File: config.mk
export PLATFORM = sky130hd
export DESIGN_NAME = qbert_pyramid_map_flat
export DESIGN_NICKNAME = d
export VERILOG_FILES = /design/src/rtl/qbert_pyramid_map_if.sv /design/src/rtl/qbert_pyramid_map.sv /design/src/flat_wrapper.sv
export SDC_FILE = /design/constraint.sdc
export NUM_CORES = 2
export LEC_CHECK = 0
export CAP_MARGIN = 20
export CELL_PAD_IN_SITES_DETAIL_PLACEMENT = 1
export CELL_PAD_IN_SITES_GLOBAL_PLACEMENT = 1
export CORE_MARGIN = 10
export CORE_UTILIZATION = 45
export DETAILED_ROUTE_END_ITERATION = 16
export GPL_ROUTABILITY_DRIVEN = 0
export HOLD_SLACK_MARGIN = 0.05
export MAX_ROUTING_LAYER = met4
export PLACE_DENSITY_LB_ADDON = 0.1
export SLEW_MARGIN = 30
export SYNTH_ARGS = -nofsm -noshare
export SYNTH_HDL_FRONTEND = slang
export SYNTH_SLANG_ARGS = --single-unit
export TNS_END_PERCENT = 10
File: constraint.sdc
create_clock -name clk -period 10.2 [get_ports clk]
set_input_delay 1.02 -clock clk [delete_from_list [all_inputs] [get_ports clk]]
set_output_delay 1.02 -clock clk [all_outputs]
set_load 0.01 [all_outputs]
File: src/rtl/qbert_pyramid_map_if.sv
// Pixel/game-logic bundle for the pyramid renderer: VGA counters in, RGB out,
// plus the hop/clear event bus from game logic.
interface qbert_pyramid_map_if;
    logic [10:0] x_cnt;
    logic [9:0]  y_cnt;
    logic        de_in;
    logic        hop_valid;
    logic [2:0]  hop_row;
    logic [2:0]  hop_col;
    logic        level_clear;
    logic [7:0]  red;
    logic [7:0]  green;
    logic [7:0]  blue;
    logic        de_out;
    logic        hop_err;
    logic        board_done;

    modport master (
        output x_cnt, y_cnt, de_in, hop_valid, hop_row, hop_col, level_clear,
        input  red, green, blue, de_out, hop_err, board_done
    );

    modport slave (
        input  x_cnt, y_cnt, de_in, hop_valid, hop_row, hop_col, level_clear,
        output red, green, blue, de_out, hop_err, board_done
    );
endinterface

File: src/rtl/qbert_pyramid_map.sv
// Q*bert pyramid renderer: per-cube top-face levels driven by hop events,
// three-stage pixel pipeline from VGA counters to RGB.
module qbert_pyramid_map #(
    parameter int          N_ROWS      = 3,
    parameter logic [10:0] HALF_W      = 11'd30,
    parameter logic [9:0]  TOP_H       = 10'd25,
    parameter logic [9:0]  SIDE_H      = 10'd35,
    parameter logic [9:0]  ROW_H       = 10'd60,
    parameter logic [10:0] ORIGIN_X    = 11'd400,
    parameter logic [9:0]  ORIGIN_Y    = 10'd100,
    parameter int          COLOR_STEPS = 3,
    parameter int          WRAP_MODE   = 0,
    parameter logic [23:0] TOP_COL0    = 24'h5646EF,
    parameter logic [23:0] TOP_COL1    = 24'hDEDE00,
    parameter logic [23:0] TOP_COL2    = 24'hEF4656,
    parameter logic [23:0] LEFT_COL    = 24'h56A998,
    parameter logic [23:0] RIGHT_COL   = 24'h314646
) (
    input logic               clk,
    input logic               reset,
    qbert_pyramid_map_if.slave bus
);
    localparam int N_CUBES = N_ROWS * (N_ROWS + 1) / 2;
    localparam logic [1:0] MAX_LVL = 2'(COLOR_STEPS - 1);
    localparam logic signed [23:0] HW  = 24'(HALF_W);
    localparam logic signed [23:0] NHW = -24'(HALF_W);
    localparam logic signed [23:0] TH  = 24'(TOP_H);
    localparam logic signed [23:0] TH2 = 24'(TOP_H) * 24'sd2;
    localparam logic signed [23:0] SH  = 24'(SIDE_H);

    typedef enum logic [1:0] {FACE_NONE, FACE_TOP, FACE_LEFT, FACE_RIGHT} face_t;

    logic signed [11:0] dx_q [N_CUBES];
    logic signed [11:0] dy_q [N_CUBES];
    logic               de_s1, de_s2;
    face_t              face_s2, win_face, cube_face;
    logic [1:0]         lvl_s2, win_lvl;
    logic [1:0]         level     [N_CUBES];
    logic [1:0]         level_nxt [N_CUBES];
    logic [5:0]         done_cnt, done_nxt;
    logic               hop_hit, hop_err_nxt;
    logic [23:0]        rgb_nxt;

    function automatic face_t face_of(input logic signed [11:0] dx12, input logic signed [11:0] dy12);
        logic signed [23:0] x, y, ax, ay, lx, rx;
        x  = {{12{dx12[11]}}, dx12};
        y  = {{12{dy12[11]}}, dy12};
        ax = x[23] ? -x : x;
        ay = (y < TH) ? (TH - y) : (y - TH);
        lx = x + HW;
        rx = HW - x;
        face_of = FACE_NONE;
        if (!y[23] && y <= TH2 && (ax * TH + ay * HW) <= HW * TH)
            face_of = FACE_TOP;
        else if (x[23] && x >= NHW && (y - TH) * HW >= lx * TH && (y - TH - SH) * HW < lx * TH)
            face_of = FACE_LEFT;
        else if (!x[23] && x < HW && (y - TH) * HW >= rx * TH && (y - TH - SH) * HW < rx * TH)
            face_of = FACE_RIGHT;
    endfunction

    // S1: cube-relative offsets, cubes indexed row-major (r*(r+1)/2 + c)
    always_ff @(posedge clk or negedge reset) begin
        if (!reset) begin
            for (int i = 0; i < N_CUBES; i++) begin
                dx_q[i] <= '0;
                dy_q[i] <= '0;
            end
            de_s1 <= 1'b0;
        end else begin
            for (int r = 0; r < N_ROWS; r++)
                for (int c = 0; c <= r; c++) begin
                    dx_q[r*(r+1)/2+c] <= {1'b0, bus.x_cnt}
                        - 12'(int'(ORIGIN_X) + (2*c - r) * int'(HALF_W));
                    dy_q[r*(r+1)/2+c] <= {2'b0, bus.y_cnt}
                        - 12'(int'(ORIGIN_Y) + r * int'(ROW_H));
                end
            de_s1 <= bus.de_in;
        end
    end

    // Later index wins: front row beats back row; within a row the right cube wins a shared vertex
    always_comb begin
        win_face  = FACE_NONE;
        win_lvl   = 2'd0;
        cube_face = FACE_NONE;
        for (int i = 0; i < N_CUBES; i++) begin
            cube_face = face_of(dx_q[i], dy_q[i]);
            if (cube_face != FACE_NONE) begin
                win_face = cube_face;
                win_lvl  = level[i];
            end
        end
    end

    always_comb begin
        rgb_nxt = 24'h000000;
        if (de_s2) begin
            case (face_s2)
                FACE_TOP:   rgb_nxt = (lvl_s2 == 2'd0) ? TOP_COL0 :
                                      (lvl_s2 == 2'd1) ? TOP_COL1 : TOP_COL2;
                FACE_LEFT:  rgb_nxt = LEFT_COL;
                FACE_RIGHT: rgb_nxt = RIGHT_COL;
                default:    rgb_nxt = 24'h000000;
            endcase
        end
    end

    always_ff @(posedge clk or negedge reset) begin
        if (!reset) begin
            face_s2    <= FACE_NONE;
            lvl_s2     <= 2'd0;
            de_s2      <= 1'b0;
            bus.red    <= 8'd0;
            bus.green  <= 8'd0;
            bus.blue   <= 8'd0;
            bus.de_out <= 1'b0;
        end else begin
            face_s2    <= win_face;
            lvl_s2     <= win_lvl;
            de_s2      <= de_s1;
            bus.red    <= rgb_nxt[23:16];
            bus.green  <= rgb_nxt[15:8];
            bus.blue   <= rgb_nxt[7:0];
            bus.de_out <= de_s2;
        end
    end

    // Level bookkeeping; clear beats a coincident hop
    always_comb begin
        hop_hit  = 1'b0;
        done_nxt = done_cnt;
        for (int i = 0; i < N_CUBES; i++) level_nxt[i] = level[i];
        if (bus.level_clear) begin
            done_nxt = 6'd0;
            for (int i = 0; i < N_CUBES; i++) level_nxt[i] = 2'd0;
        end else if (bus.hop_valid) begin
            for (int r = 0; r < N_ROWS; r++)
                for (int c = 0; c <= r; c++)
                    if (bus.hop_row == 3'(r) && bus.hop_col == 3'(c)) begin
                        hop_hit = 1'b1;
                        if (level[r*(r+1)/2+c] != MAX_LVL) begin
                            level_nxt[r*(r+1)/2+c] = level[r*(r+1)/2+c] + 2'd1;
                            if (level[r*(r+1)/2+c] + 2'd1 == MAX_LVL) done_nxt = done_cnt + 6'd1;
                        end else if (WRAP_MODE != 0) begin
                            level_nxt[r*(r+1)/2+c] = 2'd0;
                            done_nxt = done_cnt - 6'd1;
                        end
                    end
        end
        hop_err_nxt = bus.hop_valid && !bus.level_clear && !hop_hit;
    end

    always_ff @(posedge clk or negedge reset) begin
        if (!reset) begin
            for (int i = 0; i < N_CUBES; i++) level[i] <= 2'd0;
            done_cnt       <= 6'd0;
            bus.hop_err    <= 1'b0;
            bus.board_done <= 1'b0;
        end else begin
            for (int i = 0; i < N_CUBES; i++) level[i] <= level_nxt[i];
            done_cnt       <= done_nxt;
            bus.hop_err    <= hop_err_nxt;
            bus.board_done <= (done_nxt == 6'(N_CUBES));
        end
    end
endmodule

File: src/flat_wrapper.sv
// flat-port wrapper written by rule: the top's interface ports become plain ports
module qbert_pyramid_map_flat 
#(
    parameter int          N_ROWS      = 3,
    parameter logic [10:0] HALF_W      = 11'd30,
    parameter logic [9:0]  TOP_H       = 10'd25,
    parameter logic [9:0]  SIDE_H      = 10'd35,
    parameter logic [9:0]  ROW_H       = 10'd60,
    parameter logic [10:0] ORIGIN_X    = 11'd400,
    parameter logic [9:0]  ORIGIN_Y    = 10'd100,
    parameter int          COLOR_STEPS = 3,
    parameter int          WRAP_MODE   = 0,
    parameter logic [23:0] TOP_COL0    = 24'h5646EF,
    parameter logic [23:0] TOP_COL1    = 24'hDEDE00,
    parameter logic [23:0] TOP_COL2    = 24'hEF4656,
    parameter logic [23:0] LEFT_COL    = 24'h56A998,
    parameter logic [23:0] RIGHT_COL   = 24'h314646
)
  (clk, reset, bus_x_cnt, bus_y_cnt, bus_de_in, bus_hop_valid, bus_hop_row, bus_hop_col, bus_level_clear, bus_red, bus_green, bus_blue, bus_de_out, bus_hop_err, bus_board_done);
  qbert_pyramid_map_if bus_i ();
  input logic clk;
  input logic reset;
  input wire logic [$bits(bus_i.x_cnt)-1:0] bus_x_cnt;
  input wire logic [$bits(bus_i.y_cnt)-1:0] bus_y_cnt;
  input wire logic [$bits(bus_i.de_in)-1:0] bus_de_in;
  input wire logic [$bits(bus_i.hop_valid)-1:0] bus_hop_valid;
  input wire logic [$bits(bus_i.hop_row)-1:0] bus_hop_row;
  input wire logic [$bits(bus_i.hop_col)-1:0] bus_hop_col;
  input wire logic [$bits(bus_i.level_clear)-1:0] bus_level_clear;
  output wire logic [$bits(bus_i.red)-1:0] bus_red;
  output wire logic [$bits(bus_i.green)-1:0] bus_green;
  output wire logic [$bits(bus_i.blue)-1:0] bus_blue;
  output wire logic [$bits(bus_i.de_out)-1:0] bus_de_out;
  output wire logic [$bits(bus_i.hop_err)-1:0] bus_hop_err;
  output wire logic [$bits(bus_i.board_done)-1:0] bus_board_done;
  assign bus_i.x_cnt = bus_x_cnt;
  assign bus_i.y_cnt = bus_y_cnt;
  assign bus_i.de_in = bus_de_in;
  assign bus_i.hop_valid = bus_hop_valid;
  assign bus_i.hop_row = bus_hop_row;
  assign bus_i.hop_col = bus_hop_col;
  assign bus_i.level_clear = bus_level_clear;
  assign bus_red = bus_i.red;
  assign bus_green = bus_i.green;
  assign bus_blue = bus_i.blue;
  assign bus_de_out = bus_i.de_out;
  assign bus_hop_err = bus_i.hop_err;
  assign bus_board_done = bus_i.board_done;
  qbert_pyramid_map #(.N_ROWS(N_ROWS), .HALF_W(HALF_W), .TOP_H(TOP_H), .SIDE_H(SIDE_H), .ROW_H(ROW_H), .ORIGIN_X(ORIGIN_X), .ORIGIN_Y(ORIGIN_Y), .COLOR_STEPS(COLOR_STEPS), .WRAP_MODE(WRAP_MODE), .TOP_COL0(TOP_COL0), .TOP_COL1(TOP_COL1), .TOP_COL2(TOP_COL2), .LEFT_COL(LEFT_COL), .RIGHT_COL(RIGHT_COL)) u_core (.clk(clk), .reset(reset), .bus(bus_i));
endmodule
### Word-level counts from Yosys, hierarchy flattened

Cells that the tools add are included.

| word-level totals | value |
|---|---|
| register bits | 144 |
| input bits | 32 |
| output and inout bits | 27 |
| word-level logic and storage cells | 336 |

| operators by class | value |
|---|---|
| add/subtract/negate cells | 45 |
| multiply operators | 24 |
| order comparisons | 46 |
| equal/unequal tests | 21 |
| muxes and demuxes | 86 |
| reduce and logical (&&, ||, !) cells | 89 |

Operator list:

| operator | number |
|---|---|
| $mul A24 B6 Y24 const B | 14 |
| $ge A24 B24 Y1 | 12 |
| $lt A24 B24 Y1 | 12 |
| $mux W24 | 10 |
| $mul A24 B5 Y23 const B | 9 |
| $add A24 B24 Y24 | 6 |
| $le A24 B11 Y1 const B | 6 |
| $mux W6 | 22 |
| $neg A12 Y24 | 5 |
| $mux W2 | 42 |
| $pmux W24 S3 | 1 |
| $sub A24 B7 Y24 const B | 3 |
| $add A12 B6 Y13 const B | 5 |
| $sub A6 B12 Y13 const A | 5 |
| $ge A12 B6 Y1 const B | 5 |
| $lt A12 B6 Y1 const B | 5 |
| $sub A11 B9 Y12 const B | 5 |
| $logic_and A1 B1 Y1 | 51 |
| $reduce_bool A2 Y1 | 19 |
| $sub A11 B6 Y12 const B | 3 |
| $sub A6 B11 Y12 const A | 3 |
| $le A11 B7 Y1 const B | 3 |
| $lt A11 B6 Y1 const B | 3 |
| $mux W12 | 2 |
| 17 further kinds | 60 |

### Longest topological paths before layout

| logic depth | value |
|---|---|
| depth in word-level cells | 25 |
| gate-level depth with buffers | 44 |
| gate-level depth less buffers | 42 |

### Worst setup path after synthesis

No wires, ideal clock.

| path | value |
|---|---|
| path kind | reg2reg |
| from | reg u_core.dy_q[60] in the netlist's numbering |
| to | reg u_core.lvl_s2[0] |
| arrival time | 9.005 ns |
| required time | 10.118 ns |
| setup slack | 1.114 ns |
| cell stages (with the launch flop) | 38 |
| period minus slack after synthesis | 9.086 ns |
| cells stage by stage | dfrtp_1 -> clkbuf_1 -> inv_1 -> ha_1 -> nor2b_1 -> clkbuf_1 -> o211a_1 -> nor2_1 -> clkbuf_1 -> o21ai_0 -> xnor2_1 -> ha_1 -> inv_1 -> fa_1 -> fa_1 -> inv_1 -> ha_1 -> o21a_1 -> [2 not listed] -> nand2_1 -> a31oi_1 -> o21bai_1 -> xor2_1 -> fa_1 -> ha_1 -> clkbuf_1 -> o21ai_0 -> a32o_1 -> a2111oi_0 -> nand3_1 -> nor4_1 -> nand4_1 -> nor4b_1 -> o21ba_2 -> nand2_1 -> and4b_1 -> a31oi_1 |

| on the way | value |
|---|---|
| cells in the longest elaborated chain, start to end | 15 |
| elaborated cells between the ends (all ways) | 31 |
| classes of those cells | 4 x add/sub; 3 x mul; 7 x order compare; 10 x mux; 7 x reduce/logical |

RTL lines:

| item | RTL line | RTL |
|---|---|---|
| start: declaration | qbert_pyramid_map.sv:34 | `logic signed [11:0] dy_q [N_CUBES];` |
| start signal: indexed assignment | qbert_pyramid_map.sv:74 | `dy_q[r*(r+1)/2+c] <= {2'b0, bus.y_cnt}` |
| $sub A11 B6 Y12 | qbert_pyramid_map.sv:49, qbert_pyramid_map.sv:55, qbert_pyramid_map.sv:57 |  |
| $sub A24 B7 Y24 or $mul A24 B5 Y23 (tied branches) | qbert_pyramid_map.sv:55, qbert_pyramid_map.sv:57 |  |
| $mul A24 B5 Y23 or $ge A24 B24 Y1 (tied branches) | qbert_pyramid_map.sv:55, qbert_pyramid_map.sv:57 |  |
| $lt A24 B24 Y1 or $logic_and A1 B1 Y1 (tied branches) | qbert_pyramid_map.sv:57 | `else if (!x[23] && x < HW && (y - TH) * HW >= rx * TH && (y - TH - SH) * HW < rx * TH)` |
| $logic_and A1 B1 Y1 | qbert_pyramid_map.sv:57 |  |
| $mux W2 | qbert_pyramid_map.sv:57 |  |
| $mux W2 | qbert_pyramid_map.sv:55 | `else if (x[23] && x >= NHW && (y - TH) * HW >= lx * TH && (y - TH - SH) * HW < lx * TH)` |
| $mux W2 (*) | qbert_pyramid_map.sv:53 | `if (!y[23] && y <= TH2 && (ax * TH + ay * HW) <= HW * TH)` |
| $reduce_bool A2 Y1 (*) | qbert_pyramid_map.sv:88 | `if (cube_face != FACE_NONE) begin` |
| $mux W2 (*) (6 in series) | qbert_pyramid_map.sv:88 |  |
| named net u_core.win_lvl[0] | qbert_pyramid_map.sv:37 | `logic [1:0] lvl_s2, win_lvl;` |
| end signal: assignment | qbert_pyramid_map.sv:119 | `lvl_s2 <= win_lvl;` |
| end: declaration | qbert_pyramid_map.sv:37 |  |

Mark *: on every way through the listed nets, which the timed path passes. The rest lies on a longest branch.
A chain may end at the register's enable or synchronous reset.

### Worst setup path after layout

| path | value |
|---|---|
| from | reg u_core.dy_q[61] in the netlist's numbering |
| to | reg u_core.face_s2[1] |

| on the way | value |
|---|---|
| cells in the longest elaborated chain, start to end | 15 |
| elaborated cells between the ends (all ways) | 31 |
| classes of those cells | 4 x add/sub; 3 x mul; 7 x order compare; 10 x mux; 7 x reduce/logical |

RTL lines:

| item | RTL line | RTL |
|---|---|---|
| $sub A11 B6 Y12 | qbert_pyramid_map.sv:49, qbert_pyramid_map.sv:55, qbert_pyramid_map.sv:57 |  |
| $sub A24 B7 Y24 or $mul A24 B5 Y23 (tied branches) | qbert_pyramid_map.sv:55, qbert_pyramid_map.sv:57 |  |
| $mul A24 B5 Y23 or $ge A24 B24 Y1 (tied branches) | qbert_pyramid_map.sv:55, qbert_pyramid_map.sv:57 |  |
| $lt A24 B24 Y1 or $logic_and A1 B1 Y1 (tied branches) | qbert_pyramid_map.sv:57 |  |
| $logic_and A1 B1 Y1 | qbert_pyramid_map.sv:57 |  |
| $mux W2 | qbert_pyramid_map.sv:57 |  |
| $mux W2 | qbert_pyramid_map.sv:55 |  |
| $mux W2 (*) | qbert_pyramid_map.sv:53 |  |
| $reduce_bool A2 Y1 | qbert_pyramid_map.sv:88 |  |
| $mux W2 (*) (6 in series) | qbert_pyramid_map.sv:88 |  |
| named net u_core.win_face[1] | qbert_pyramid_map.sv:36 | `face_t face_s2, win_face, cube_face;` |
| end signal: assignment | qbert_pyramid_map.sv:118 | `face_s2 <= win_face;` |
| end: declaration | qbert_pyramid_map.sv:36 |  |

Marks and branches as above.

==> impl_metrics.tcl <==
set metrics [dict create \
    outcome "finished clean" \
    wl_microns 217000 \
    synth_edf_count 0 \
    synth.distinct_cells 91 \
    grt_pass1_vias 61400 \
    final_nets 10400 \
    synth_top_area_share_pct 31.7 \
    worstMarginPinSlew_ns 1.03 \
    h-tree-depth 4 \
    slowest_stage "o21a_1" \
    ys_top_cells_by_area "ha_1 32%, fa_1 16%, inv_1 9.0%, xnor2_1 5.9%, dfrtp_1 4.6%" \
    ff_latch_area_sq_um 2980 \
    antenna_found_initial 9 \
    multi_input_area_sq_um 56700 \
    first_iter_violations 2569 \
    grt_use_met1_pct 33.7 \
    clock.fmax_mhz 103 \
    drive_above_1_share_pct 3.60 \
    grt.total_usage_pct 27.3 \
    final_util_pct 48.9 \
    critical_path_class "register to register" \
    finalCritPeriodShare_pct 95.1 \
    seq_area_frac_synth_pct 4.56 \
    core_sq_um 144000 \
    syn_area_per_cell_sq_um 8.16 \
    cts_tree "built" \
    remaining_drc_errors 0 \
    die_area_sq_um 161000 \
    cts_buffer_depth 2 \
    cts_inserted_buffers 17 \
    io_pins 59 \
    start_kind "register" \
    maxSlewHeadroom_pct 31.6 \
    drv_cap 0 \
    grt_pass1_wl_microns 344000 \
    insertion_delay_ns 0.48 \
    worst_setup_path_end_kind "register" \
    tns_ns 0 \
    synth_ff_type "dfrtp_1" \
    period_needed_ns 9.70 \
    crit_fanout 7 \
    hpwl_microns 191000 \
    cpMostUsedCell "ha_1" \
    cp_data_arrival_time_ns 10.04 \
    ys.warnings.count 0 \
    skew_ns 0.0179 \
    finalSetupViolCount 0 \
    synthArstFlopShare_pct 100 \
    grt_use_met3_pct 2.02 \
    fill_cells 17600 \
    first_pass_iters 5 \
    hold_violations 0 \
    grt_util_met2_pct 47.2 \
    port_buffers 58 \
    wire_per_inst_microns 21.4 \
    synthCells 8000 \
    vias_per_cell 5.65 \
    initial_utilization_pct 45.4 \
    synth_area_leader_cell "ha_1" \
    grt_max_degree 67 \
    top_usage_layer "met2" \
    overflow 0 \
    vias 57300 \
    maxSlewViolCount 0 \
    critical-path-max-stage-delay_ns 0.55 \
    rows 139 \
    cts_num_sinks 119 \
    root_buffer "clkbuf_16" \
    ys_seq_elements 119 \
    die_w_microns 401 \
    crit_required_ns 10.54 \
    syn_area_sq_um 65300 \
    ant_nets 0 \
    min_path_type "register to register" \
    syn_to_final_growth_pct 7.60 \
    clk_pin_slew_ns 0.06 \
    die_y_microns 401 \
]
worst max-delay path, delay by kind of cell (launching register included):
kind                     cells  cell delay [ns]
AO/OA/AOI/OAI               14             3.22
adder cells (fa/ha/maj)      7             2.34
AND/OR/NAND/NOR              8             1.52
buffers and inverters        8             1.10
XOR/XNOR                     3             0.96
flip-flops                   1             0.40
area by class of cell:
class,instances,share of cell area (%)
Antenna cell,10,0.0356
Timing Repair Buffer,210,2.46
Clock inverter,14,0.262
Multi-Input combinational cell,6310,80.7
Inverter,1561,8.34
Sequential cell,119,4.24
Clock buffer,18,0.625
Tap cell,1903,3.39
layer usage:
layer	vias to the layer above	share of wire [%]	wire (microns)
met5	-	0	0
met4	0	4.0	8710
met3	334	3.6	7740
met2	975	48	105000
met1	28500	44	95400
li1	27500	-	-
state kept, by name, indices dropped and copies added (netlist names):
name	count
u_core.bus.blue	4
u_core.lvl_s2	2
u_core.bus.board_done	1
u_core.dy_q	28
u_core.de_s2	1
u_core.level	12
u_core.bus.red	4
u_core.bus.hop_err	1
u_core.dx_q	52
u_core.done_cnt	6
u_core.bus.de_out	1
u_core.bus.green	4
u_core.de_s1	1
u_core.face_s2	2
logic make-up (layout without fill, tap and decap cells):
| logic type | after synthesis | in the layout | synth area share, % |
|---|---|---|---|
| fa+ha+maj | 2161 | 2161 | 47.2 |
| buf+inv | 1699 | 1803 | 9.84 |
| simple gates | 1690 | 1690 | 12.8 |
| compound gates | 1631 | 1631 | 16.0 |
| xor+xnor | 641 | 641 | 8.62 |
| flops | 119 | 119 | 4.56 |
| mux | 57 | 57 | 0.891 |
| other cells | 2 | 140 | 0.0115 |
metrics by stage:
step                      cell area (sq um)  cells  hold WS [ns]  setup WS, ns
after CTS                             70000  10100         0.350        0.0263
after global placement                69400  10100         0.333         0.138
after global routing                  70300  10100         0.357      -0.00848
after floorplan                       65800   8128         0.331          1.11
final                                 70300  10100         0.350         0.500
after detailed placement              69400  10100         0.336        -0.154
layout by cell type (no fill, tap or decap), types with 25 or more instances in the layout:
master,instances
fa_1,508
o21ai_0,388
nand3_1,177
nand4_1,106
or2_2,31
or3_1,36
and3_1,41
conb_1,130
nor2b_1,96
nor2_1,424
and2_1,26
a21o_1,158
buf_4,151
o211ai_1,50
xor2_1,198
nor3_1,156
a21boi_0,52
xnor2_1,429
a21oi_1,423
o21bai_1,49
o21a_1,80
ha_1,1650
nand2b_1,97
a31oi_1,62
inv_1,1557
clkdlybuf4s50_1,57
a211oi_1,58
o2111ai_1,25
dfrtp_1,118
o31ai_1,36
mux2i_1,47
nor4_1,36
nand2_1,365
Yosys cell counts, drive strengths merged, types with 51 or more instances:
master  count
a31oi      66
a21o      158
nor3      157
xor2      201
a21oi     428
ha       1653
inv      1559
nor2      426
o21ai     402
dfrtp     119
nor2b      97
nand3     177
nand4     106
clkbuf    110
fa        508
a21boi     54
xnor2     439
a211oi     60
o21a       80
o21bai     51
nand2     366
nand2b     97
final timing paths:
path | depth (start not counted) | startpoint | slack, ns | end
max in group asynchronous | 2 | reset | 8.57 | u_core.bus.red[5]
worst min register to register | 0 | u_core.de_s1 | 0.35 | u_core.de_s2
worst max-delay path | 40 | u_core.dy_q[61] | 0.50 | u_core.face_s2[1]
worst min-delay path | 0 | u_core.de_s1 | 0.35 | u_core.de_s2
worst max register to register | 40 | u_core.dy_q[61] | 0.50 | u_core.face_s2[1]
min in group asynchronous | 1 | reset | 0.48 | u_core.dx_q[60]
what timing repair did:
item / in CTS / in global routing
endpoints found under the setup margin: 4 / 4
cloned: 0 / 0
pin swaps: 0 / 2
gates resized for setup: 5 / 46
buffers inserted: 0 / 1
hold buffers: 0 / 0
Power is not shown: default switching activity piles up to over one toggle a cycle in this logic, so the estimate is an artifact.
